## config.mk

```make
export PLATFORM = sky130hd
export DESIGN_NAME = display_arbiter
export DESIGN_NICKNAME = d
export VERILOG_FILES = /design/src/rtl/display_arbiter.sv
export SDC_FILE = /design/constraint.sdc
export NUM_CORES = 1
export LEC_CHECK = 0
export CORE_MARGIN = 8
export CORE_UTILIZATION = 53
export CTS_CLUSTER_SIZE = 40
export DETAILED_ROUTE_END_ITERATION = 12
export GPL_ROUTABILITY_DRIVEN = 0
export GPL_TIMING_DRIVEN = 0
export MAX_ROUTING_LAYER = met4
export PLACE_DENSITY = 0.84
export SLEW_MARGIN = 40
export SYNTH_ARGS = -nofsm -noshare
export SYNTH_HDL_FRONTEND = slang
export SYNTH_SLANG_ARGS = --single-unit
export TNS_END_PERCENT = 100
```

## constraint.sdc

```tcl
create_clock -name clk_70hz -period 3.28 [get_ports clk_70hz]
set_clock_uncertainty 0.1 [all_clocks]
set_input_delay 0.656 -clock clk_70hz [delete_from_list [all_inputs] [get_ports clk_70hz]]
set_output_delay 0.656 -clock clk_70hz [all_outputs]
set_load 0.005 [all_outputs]
```

## src/rtl/display_arbiter.sv

```systemverilog
// display_arbiter: round-robin owner of the 3-digit 7-segment scanner.
// Grants one value source at a time, holds it for HOLD_TICKS, latches its
// binary value and converts it to BCD with a one-bit-per-tick double-dabble.
module display_arbiter #(
  parameter int unsigned N_REQ      = 3,
  parameter int unsigned VAL_W      = 10,
  parameter int unsigned HOLD_TICKS = 140
) (
  input  logic                   clk_70hz,
  input  logic                   reset,
  input  logic [N_REQ-1:0]       req,
  input  logic [N_REQ*VAL_W-1:0] value,
  output logic [3:0]             ones,
  output logic [3:0]             tens,
  output logic [3:0]             hundreds,
  output logic                   enable,
  output logic [N_REQ-1:0]       grant,
  output logic                   overflow
);

  localparam int unsigned IdxW  = $clog2(N_REQ);
  localparam int unsigned StepW = $clog2(VAL_W + 1);
  localparam int unsigned HoldW = $clog2(HOLD_TICKS + 1);

  typedef enum logic [1:0] {StIdle, StConvert, StShow} state_e;

  state_e               state_q, state_d;
  logic [IdxW-1:0]      rr_ptr_q, rr_ptr_d;
  logic [N_REQ-1:0]     grant_q, grant_d;
  logic [VAL_W-1:0]     opnd_q, opnd_d;
  logic [11:0]          bcd_q, bcd_d;
  logic [StepW-1:0]     step_q, step_d;
  logic [HoldW-1:0]     hold_q, hold_d;
  logic [11:0]          digits_q, digits_d;
  logic                 enable_q, enable_d;
  logic                 overflow_q, overflow_d;

  logic                 win_found;
  logic [IdxW-1:0]      win_idx;
  logic [IdxW-1:0]      cand;
  logic [VAL_W-1:0]     slice;
  logic                 slice_ovf;
  logic [VAL_W-1:0]     operand_new;
  logic [11:0]          bcd_adj;
  logic [11:0]          bcd_step;
  logic                 do_arb;

  // Round-robin search starting one past the last owner; the last owner is
  // checked last, so it only wins again when nobody else is requesting.
  always_comb begin
    win_found = 1'b0;
    win_idx   = '0;
    cand      = '0;
    for (int unsigned k = 1; k <= N_REQ; k++) begin
      cand = IdxW'((32'(rr_ptr_q) + k) % N_REQ);
      if (!win_found && req[cand]) begin
        win_found = 1'b1;
        win_idx   = cand;
      end
    end
  end

  // Select the winner's value and clamp it to the displayable range.
  always_comb begin
    slice = '0;
    for (int unsigned i = 0; i < N_REQ; i++) begin
      if (win_idx == IdxW'(i)) slice = value[i*VAL_W +: VAL_W];
    end
    slice_ovf   = (32'(slice) > 32'd999);
    operand_new = slice_ovf ? VAL_W'(999) : slice;
  end

  // One double-dabble step: correct nibbles >= 5, then shift in operand MSB.
  always_comb begin
    bcd_adj = bcd_q;
    for (int unsigned n = 0; n < 3; n++) begin
      if (bcd_q[4*n +: 4] >= 4'd5) bcd_adj[4*n +: 4] = bcd_q[4*n +: 4] + 4'd3;
    end
    bcd_step = {bcd_adj[10:0], opnd_q[VAL_W-1]};
  end

  // Next-state logic for the IDLE/CONVERT/SHOW controller and datapath.
  always_comb begin
    state_d    = state_q;
    rr_ptr_d   = rr_ptr_q;
    grant_d    = grant_q;
    opnd_d     = opnd_q;
    bcd_d      = bcd_q;
    step_d     = step_q;
    hold_d     = hold_q;
    digits_d   = digits_q;
    enable_d   = enable_q;
    overflow_d = overflow_q;
    do_arb     = 1'b0;

    unique case (state_q)
      StIdle: begin
        if (|req) do_arb = 1'b1;
      end
      StConvert: begin
        bcd_d  = bcd_step;
        opnd_d = opnd_q << 1;
        step_d = step_q + StepW'(1);
        // Digits only update with a finished conversion; old ones stay frozen.
        if (step_q == StepW'(VAL_W - 1)) begin
          digits_d = bcd_step;
          enable_d = 1'b1;
          hold_d   = '0;
          state_d  = StShow;
        end
      end
      StShow: begin
        hold_d = hold_q + HoldW'(1);
        if ((hold_q == HoldW'(HOLD_TICKS - 1)) || !(|(req & grant_q))) begin
          if (|req) begin
            do_arb = 1'b1;
          end else begin
            state_d    = StIdle;
            enable_d   = 1'b0;
            digits_d   = '0;
            grant_d    = '0;
            overflow_d = 1'b0;
          end
        end
      end
      default: state_d = StIdle;
    endcase

    // Arbitration also restarts the converter; enable is left as-is so a
    // SHOW->CONVERT hand-over never blanks the display.
    if (do_arb) begin
      state_d    = StConvert;
      grant_d    = {{(N_REQ-1){1'b0}}, 1'b1} << win_idx;
      rr_ptr_d   = win_idx;
      overflow_d = slice_ovf;
      opnd_d     = operand_new;
      bcd_d      = '0;
      step_d     = '0;
    end
  end

  // State and datapath registers with asynchronous active-high reset.
  always_ff @(posedge clk_70hz or posedge reset) begin
    if (reset) begin
      state_q    <= StIdle;
      rr_ptr_q   <= IdxW'(N_REQ - 1);
      grant_q    <= '0;
      opnd_q     <= '0;
      bcd_q      <= '0;
      step_q     <= '0;
      hold_q     <= '0;
      digits_q   <= '0;
      enable_q   <= 1'b0;
      overflow_q <= 1'b0;
    end else begin
      state_q    <= state_d;
      rr_ptr_q   <= rr_ptr_d;
      grant_q    <= grant_d;
      opnd_q     <= opnd_d;
      bcd_q      <= bcd_d;
      step_q     <= step_d;
      hold_q     <= hold_d;
      digits_q   <= digits_d;
      enable_q   <= enable_d;
      overflow_q <= overflow_d;
    end
  end

  assign ones     = digits_q[3:0];
  assign tens     = digits_q[7:4];
  assign hundreds = digits_q[11:8];
  assign enable   = enable_q;
  assign grant    = grant_q;
  assign overflow = overflow_q;

endmodule

```

==> results.yml, run 1 <==
route:
  ant_nets: 0
  vias: 2773
  drt-initial-drc-count: 178
  dr.pass1.iters: 4
  remaining_drc_errors: 0
  vias_per_cell: 5.80
  routed_wl_mm: 7.84
  routedWlPerCell_um: 16.4
hold_path:
  hold_path_class: "flop to flop"
logic_synthesis:
  ys_types: 49
  ys_warn_count: 0
  synthTopCellsByArea: "dfrtp_1, nand2_1, ha_1"
  yosysTopAreaCell: "dfrtp_1"
  synth_edf_count: 0
  async_flop_share_pct: 100
  synth_nets: 393
  ys_ff_latch: 55
  syn-mean-instance-area_um2: 8.89
  ys_seq_area_share_pct: 44.8
  syn_inst: 346
  synth_flop_cell: "dfrtp_1"
  synthesis.area_um2: 3080
  synth_top_area_share_pct: 43.9
clock_network:
  clkTransAtPathRegs_ps: 100
  cts_setup_buffers: 0
  clk_latency_ps: 300
  cts_sinks: 55
  clk_path_buf_depth: 2
  cts_root_buffer: "clkbuf_8"
  cts-hold-fix-buffers: 0
  cts_tree: "done"
  numCtsBuffers: 5
  post_cts_resized: 0
  h-tree-depth: 2
floorplan:
  dieArea_um2: 8500
  fp.dieH_um: 92.2
  start_util_pct: 55.2
  pin_count: 52
  die_x_um: 92.2
  rows: 27
  coreArea_um2: 5570
timing:
  fin_crit_sh_pct: 92.8
  min_period_ps: 3040
  fin_hold_ws_ps: 393
  setup_violations: 0
  worstMarginPinSlew_ps: 685
  drv_slew: 0
  fmax_mhz: 328
  grt_setup_unrepaired: "false"
  slew_headroom_pct: 54.1
  worst_slack_ps: 236
  hold_viol_final: 0
placed_design:
  port_buffers: 51
  dp_cells: 470
  pre_cts_ws_ps: -19.1
  dp_hpwl_mm: 6.01
global_route:
  grt_pass1_wl_mm: 13.5
  grt_use_total_pct: 19.8
  grt_start_max_net_pins: 37
  grt-ovfl-total: 0
  grt_antenna_before_repair: 0
  grt_pass1_vias: 2829
critical_path:
  worstSetupPathType: "input pin to flop"
  crit_path_start_kind: "input pin"
  crit_path_max_fanout: 10
  crit_required_ps: 3350
  crit_arrival_ps: 3110
  endpoint_kind: "flop"
layout:
  final_cells: 478
  fill_cells: 480
  layout-drive-gt1-share_pct: 4.93
  area_delta_synth_final_pct: 23.3
  regArea_um2: 1380
  multiInputGateArea_um2: 1580
  n_antenna_cell: 0
  nNetsFinal: 452
pwr:
  p_leak_uw: 0.00171
  irDropWorstVdd_uv: 433
  power.density_nw_per_um2: 856
flow_run:
  drv_cap: 0
run_status:
  status: "complete, no violations"
-- cell type report --
cell class,instances,share of cell area (%)
multi-input combinational,260,41.6
sequential,55,36.3
timing repair buffer,52,14.0
tap,72,2.37
clock buffer,7,2.27
inverter,17,1.75
buffer,14,1.48
clock inverter,1,0.231
-- cell families (layout without fill, tap and decap cells) --
kind of cell / Yosys count / in the layout / synth area share [%]
multiplexers: 8 / 8 / 2.60
AND/OR/NAND/NOR: 143 / 143 / 22.3
flip-flops: 55 / 55 / 44.8
XOR/XNOR: 6 / 6 / 1.71
AO/OA/AOI/OAI: 91 / 91 / 19.8
buffers and inverters: 31 / 91 / 3.90
adder cells (fa/ha/maj): 12 / 12 / 4.88
-- power breakdown --
group / internal [uW] / total [uW] / switching, uW
sequential: 947 / 1150 / 206
combinational: 766 / 1700 / 939
clock: 174 / 391 / 217
total: 1890 / 3250 / 1360
-- sequential cells by signal, summed over array words and instances, names as in the netlist, 2 cells and up --
register / count
opnd_q: 10
rr_ptr_q: 2
state_q: 2
digits_q: 12
bcd_q: 12
hold_q: 8
grant: 3
step_q: 4
-- layer usage --
layer | vias up | global-route usage (%) | routed length [um]
li1 | 1348 | - | -
met1 | 1339 | 23.7 | 3490
met2 | 69 | 32.6 | 3890
met3 | 17 | 3.67 | 286
met4 | 0 | 7.38 | 178
met5 | - | - | 0
-- critical path, cell delays in order --
cell and delay (ps):
clkdlybuf4s50_1 540, a222oi_1 450, a31oi_1 110, and2_4 190, nor3_2 490, clkbuf_1 500
o221ai_1 180
-- placed cells by master, fill, tap and decap left out, types with 2 or more instances in the layout --
cell / netlist / routed
nand2_1: 62 / 62
dfrtp_1: 54 / 54
clkdlybuf4s50_1: 0 / 51
nor2_1: 28 / 28
o21ai_0: 26 / 26
a21oi_1: 22 / 22
inv_1: 17 / 16
nand3_1: 13 / 13
ha_1: 12 / 12
clkbuf_1: 10 / 11
mux2i_1: 8 / 8
a22o_1: 8 / 8
a31oi_1: 6 / 6
clkbuf_8: 0 / 6
nand2b_1: 5 / 5
nor3b_1: 5 / 5
nand4_1: 5 / 5
o221ai_1: 5 / 5
and3_1: 5 / 5
xnor2_1: 4 / 4
a311o_1: 4 / 4
a211oi_1: 3 / 3
buf_2: 3 / 3
or3_1: 3 / 3
o21ai_1: 3 / 3
and2_1: 2 / 2
nor3_1: 2 / 2
nor3_2: 2 / 2
nor2b_1: 2 / 2
xor2_1: 2 / 2
o211ai_1: 2 / 2
and4_1: 2 / 2
o211a_1: 2 / 2
a221o_1: 2 / 2
-- metrics by stage --
step / power (uW) / util, % / cell area (um2) / setup TNS, ps
floorplan: 2260 / - / 3080 / 0
detailed placement: 2860 / 66.4 / 3700 / -28.7
finish: 3250 / 68.1 / 3790 / 0
CTS: 3250 / 68.1 / 3790 / 0
global route: 3510 / 68.1 / 3790 / 0
global placement: 2760 / 66.0 / 3680 / 0
-- cells in the mapped netlist, types with 3 or more instances --
| cell | instances |
|---|---|
| a22o_1 | 8 |
| a311o_1 | 4 |
| mux2i_1 | 8 |
| nand2b_1 | 5 |
| nand3_1 | 13 |
| dfrtp_1 | 54 |
| xnor2_1 | 4 |
| a211oi_1 | 3 |
| a31oi_1 | 6 |
| o21ai_0 | 26 |
| inv_1 | 17 |
| o21ai_1 | 3 |
| nor3b_1 | 5 |
| nand4_1 | 5 |
| buf_2 | 3 |
| nor2_1 | 28 |
| nand2_1 | 62 |
| a21oi_1 | 22 |
| ha_1 | 12 |
| o221ai_1 | 5 |
| and3_1 | 5 |
| clkbuf_1 | 10 |
| or3_1 | 3 |
-- final timing paths --
| kind | cells past startpoint | slack, ps | start | endpoint |
|---|---|---|---|---|
| setup / recovery | 7 | 240 | req[1] | opnd_q[1]$_DFFE_PP0P_ |
| hold / removal | 2 | 390 | digits_q[3]$_DFFE_PP0P_ | digits_q[3]$_DFFE_PP0P_ |
| setup reg to reg | 8 | 490 | rr_ptr_q[1]$_DFFE_PP1P_ | opnd_q[0]$_DFFE_PP0P_ |
| hold reg to reg | 2 | 390 | digits_q[3]$_DFFE_PP0P_ | digits_q[3]$_DFFE_PP0P_ |
| max in group asynchronous | 3 | 2010 | reset | rr_ptr_q[1]$_DFFE_PP1P_ |
| min in group asynchronous | 2 | 530 | reset | digits_q[9]$_DFFE_PP0P_ |
Note: power is estimated with default switching activity, not from simulation.
==> inputs of run 2 (changes only) <==
Settings changed: ABC_AREA set to 1, GPL_ROUTABILITY_DRIVEN 0 to unset.
==> run 2 against run 1 <==
- first-iteration DRC count down 16%
- sequential power is essentially flat
- non-clock buffer count is 5 lower
- via count up 2.3%
- clock power about the same
- global-route usage fell by 1.9 points
- register-to-register slack improved by 250 ps
- largest cell class unchanged
- highest routed layer unchanged
==> results.yml, run 2 <==
run_status:
  status: "complete, no violations"
logic_synthesis:
  ys_ff_latch: 55
  ys_types: 33
  synthTopCellsByCount: "nand2_1, inv_1, dfrtp_1, o21ai_0, nor2_1"
  synth_edf_count: 0
  syn_inst: 407
  synth_flop_cell: "dfrtp_1"
  yosys.area_share.simple_pct: 22.0
  synth_top_area_share_pct: 43.4
  post_synth_mux_area_share_pct: 0
  synth_compound_area_share_pct: 17.7
  ys_warn_count: 0
  synth_nets: 454
  synthTopCellsByArea: "dfrtp_1, nand2_1, o21ai_0"
  yosysTopAreaCell: "dfrtp_1"
  synth_top_family_by_area: "simple AND/OR/NAND/NOR gates"
  async_flop_share_pct: 100
  synthesis.area_um2: 3110
  syn-mean-instance-area_um2: 7.64
  yosysMostFrequentCell: "nand2_1"
  ys_seq_area_share_pct: 44.3
  synthAdderAreaFrac_pct: 4.83
  synthXorXnorAreaFrac_pct: 1.13
route:
  ant_nets: 0
  routedWlPerCell_um: 13.1
  vias: 2836
  drt-initial-drc-count: 149
  dr.pass1.iters: 5
  remaining_drc_errors: 0
  vias_per_cell: 5.23
  routed_wl_mm: 7.13
clock_network:
  cts_setup_buffers: 0
  numCtsBuffers: 5
  cts-hold-fix-buffers: 0
  cts_tree: "done"
  h-tree-depth: 2
  clk_latency_ps: 310
  cts_sinks: 55
  cts_root_buffer: "clkbuf_8"
  post_cts_resized: 0
  clkTransAtPathRegs_ps: 90
  clk_path_buf_depth: 2
timing:
  slew_headroom_pct: 61.0
  min_period_ps: 2660
  grt_setup_unrepaired: "false"
  tns_ps: 0
  drv_slew: 0
  fin_hold_ws_ps: 384
  fmax_mhz: 376
  hold_viol_final: 0
  fin_crit_sh_pct: 81.2
  worst_slack_ps: 618
  worstMarginPinSlew_ps: 583
  setup_violations: 0
global_route:
  grt_pass1_wl_mm: 12.5
  grt_start_max_net_pins: 38
  grt-ovfl-total: 0
  grt_antenna_before_repair: 0
  grt_pass1_vias: 2889
  grt_use_total_pct: 18.0
layout:
  nNetsFinal: 513
  area_delta_synth_final_pct: 23.3
  layout_commonest_cell: "nand2_1"
  reg_top3: "bcd_q: 12 flops, digits_q: 12 flops, opnd_q: 10 flops"
  design_area_um2: 3840
  n_antenna_cell: 0
  mostFrequentLayoutCells: "nand2_1, inv_1, dfrtp_1, o21ai_0, clkdlybuf4s50_1"
  layout-drive-gt1-share_pct: 7.07
placed_design:
  pre_cts_ws_ps: 304
  gp_congestion: 0.815
  dp_hpwl_mm: 5.52
  port_buffers: 51
  placed_area_um2: 3740
critical_path:
  crit_required_ps: 3370
  crit_path_max_fanout: 8
  crit_path_start_kind: "input pin"
  crit_arrival_ps: 2750
  endpoint_kind: "flop"
  worstSetupPathType: "input pin to flop"
floorplan:
  pin_count: 52
  start_util_pct: 53.8
  rows: 28
  die_x_um: 92.6
  coreArea_um2: 5780
  dieArea_um2: 8580
  fp.dieH_um: 92.6
hold_path:
  hold_path_class: "flop to flop"
pwr:
  irDropWorstVdd_uv: 478
  power.density_nw_per_um2: 971
  p_leak_uw: 0.00186
flow_run:
  drv_cap: 0
==> run 2: changes by cell type after synthesis, moves of 9 or more <==
| cell | before | now |
|---|---|---|
| inv_1 | 17 | 67 |
| nand3_1 | 13 | 26 |
| nor2_1 | 28 | 37 |
| o21ai_0 | 26 | 51 |
==> run 2: power breakdown <==
| part | switching (uW) | internal, uW | leakage [uW] |
|---|---|---|---|
| Clock | 218 | 173 | 0.0000474 |
| Sequential | 186 | 988 | 0.000689 |
| Combinational | 1280 | 878 | 0.00112 |
==> run 2: worst paths after layout <==
path / startpoint / endpoint / slack (ps) / cells after the start
min in group asynchronous: reset / grant[2]$_DFFE_PP0P_ / 520 / 2
min: opnd_q[2]$_DFFE_PP0P_ / opnd_q[2]$_DFFE_PP0P_ / 380 / 2
max in group asynchronous: reset / step_q[0]$_DFFE_PP0P_ / 2090 / 3
max: req[2] / opnd_q[3]$_DFFE_PP0P_ / 620 / 16
min reg2reg: opnd_q[2]$_DFFE_PP0P_ / opnd_q[2]$_DFFE_PP0P_ / 380 / 2
max reg2reg: rr_ptr_q[0]$_DFFE_PP0P_ / opnd_q[3]$_DFFE_PP0P_ / 740 / 18
==> run 2: per-stage QoR <==
stage / cells / utilization, % / power [uW]
detailed placement: 534 / 64.7 / 3340
finish: 542 / 66.4 / 3730
CTS: 542 / 66.4 / 3740
global route: 542 / 66.4 / 4090
global placement: 533 / 64.3 / 3230
floorplan: 407 / - / 2670
==> run 2: worst max-delay path: stages <==
cell and delay (ps):
clkdlybuf4s50_1 550, inv_1 100, o21ai_1 160, nand2_1 100, nand3_1 110, nand3_1 260, nand2_1 150, nand2_1 50
nand2_1 60, nand2_1 70, inv_1 50, nand2_1 60, nor2_2 140, nand2_2 90, nand2_1 70, a21oi_1 60
==> run 2: final cells by class <==
| class | count | area, um2 |
|---|---|---|
| Clock buffer | 6 | 82.6 |
| Buffer | 9 | 50.0 |
| Fill cell | 515 | 1940 |
| Multi-Input combinational cell | 273 | 1420 |
| Inverter | 70 | 265 |
| Tap cell | 75 | 93.8 |
| Sequential cell | 55 | 1380 |
| Timing Repair Buffer | 52 | 531 |
| Clock inverter | 2 | 16.3 |
==> run 2: cell families after synthesis <==
logic type      after synthesis
compound gates              101
xor+xnor                      4
fa+ha+maj                    12
buf+inv                      79
flops                        55
simple gates                156
==> run 2: per-layer routing <==
layer  routed length (um)  track usage [%]  share of wire [%]  up-vias
met5                    0                -                  0        -
met4                   59             4.70               0.83        0
met3                  354             3.88                5.0        4
met2                 3580             31.2                 50       79
met1                 3130             20.6                 44     1317
li1                     -                -                  -     1436
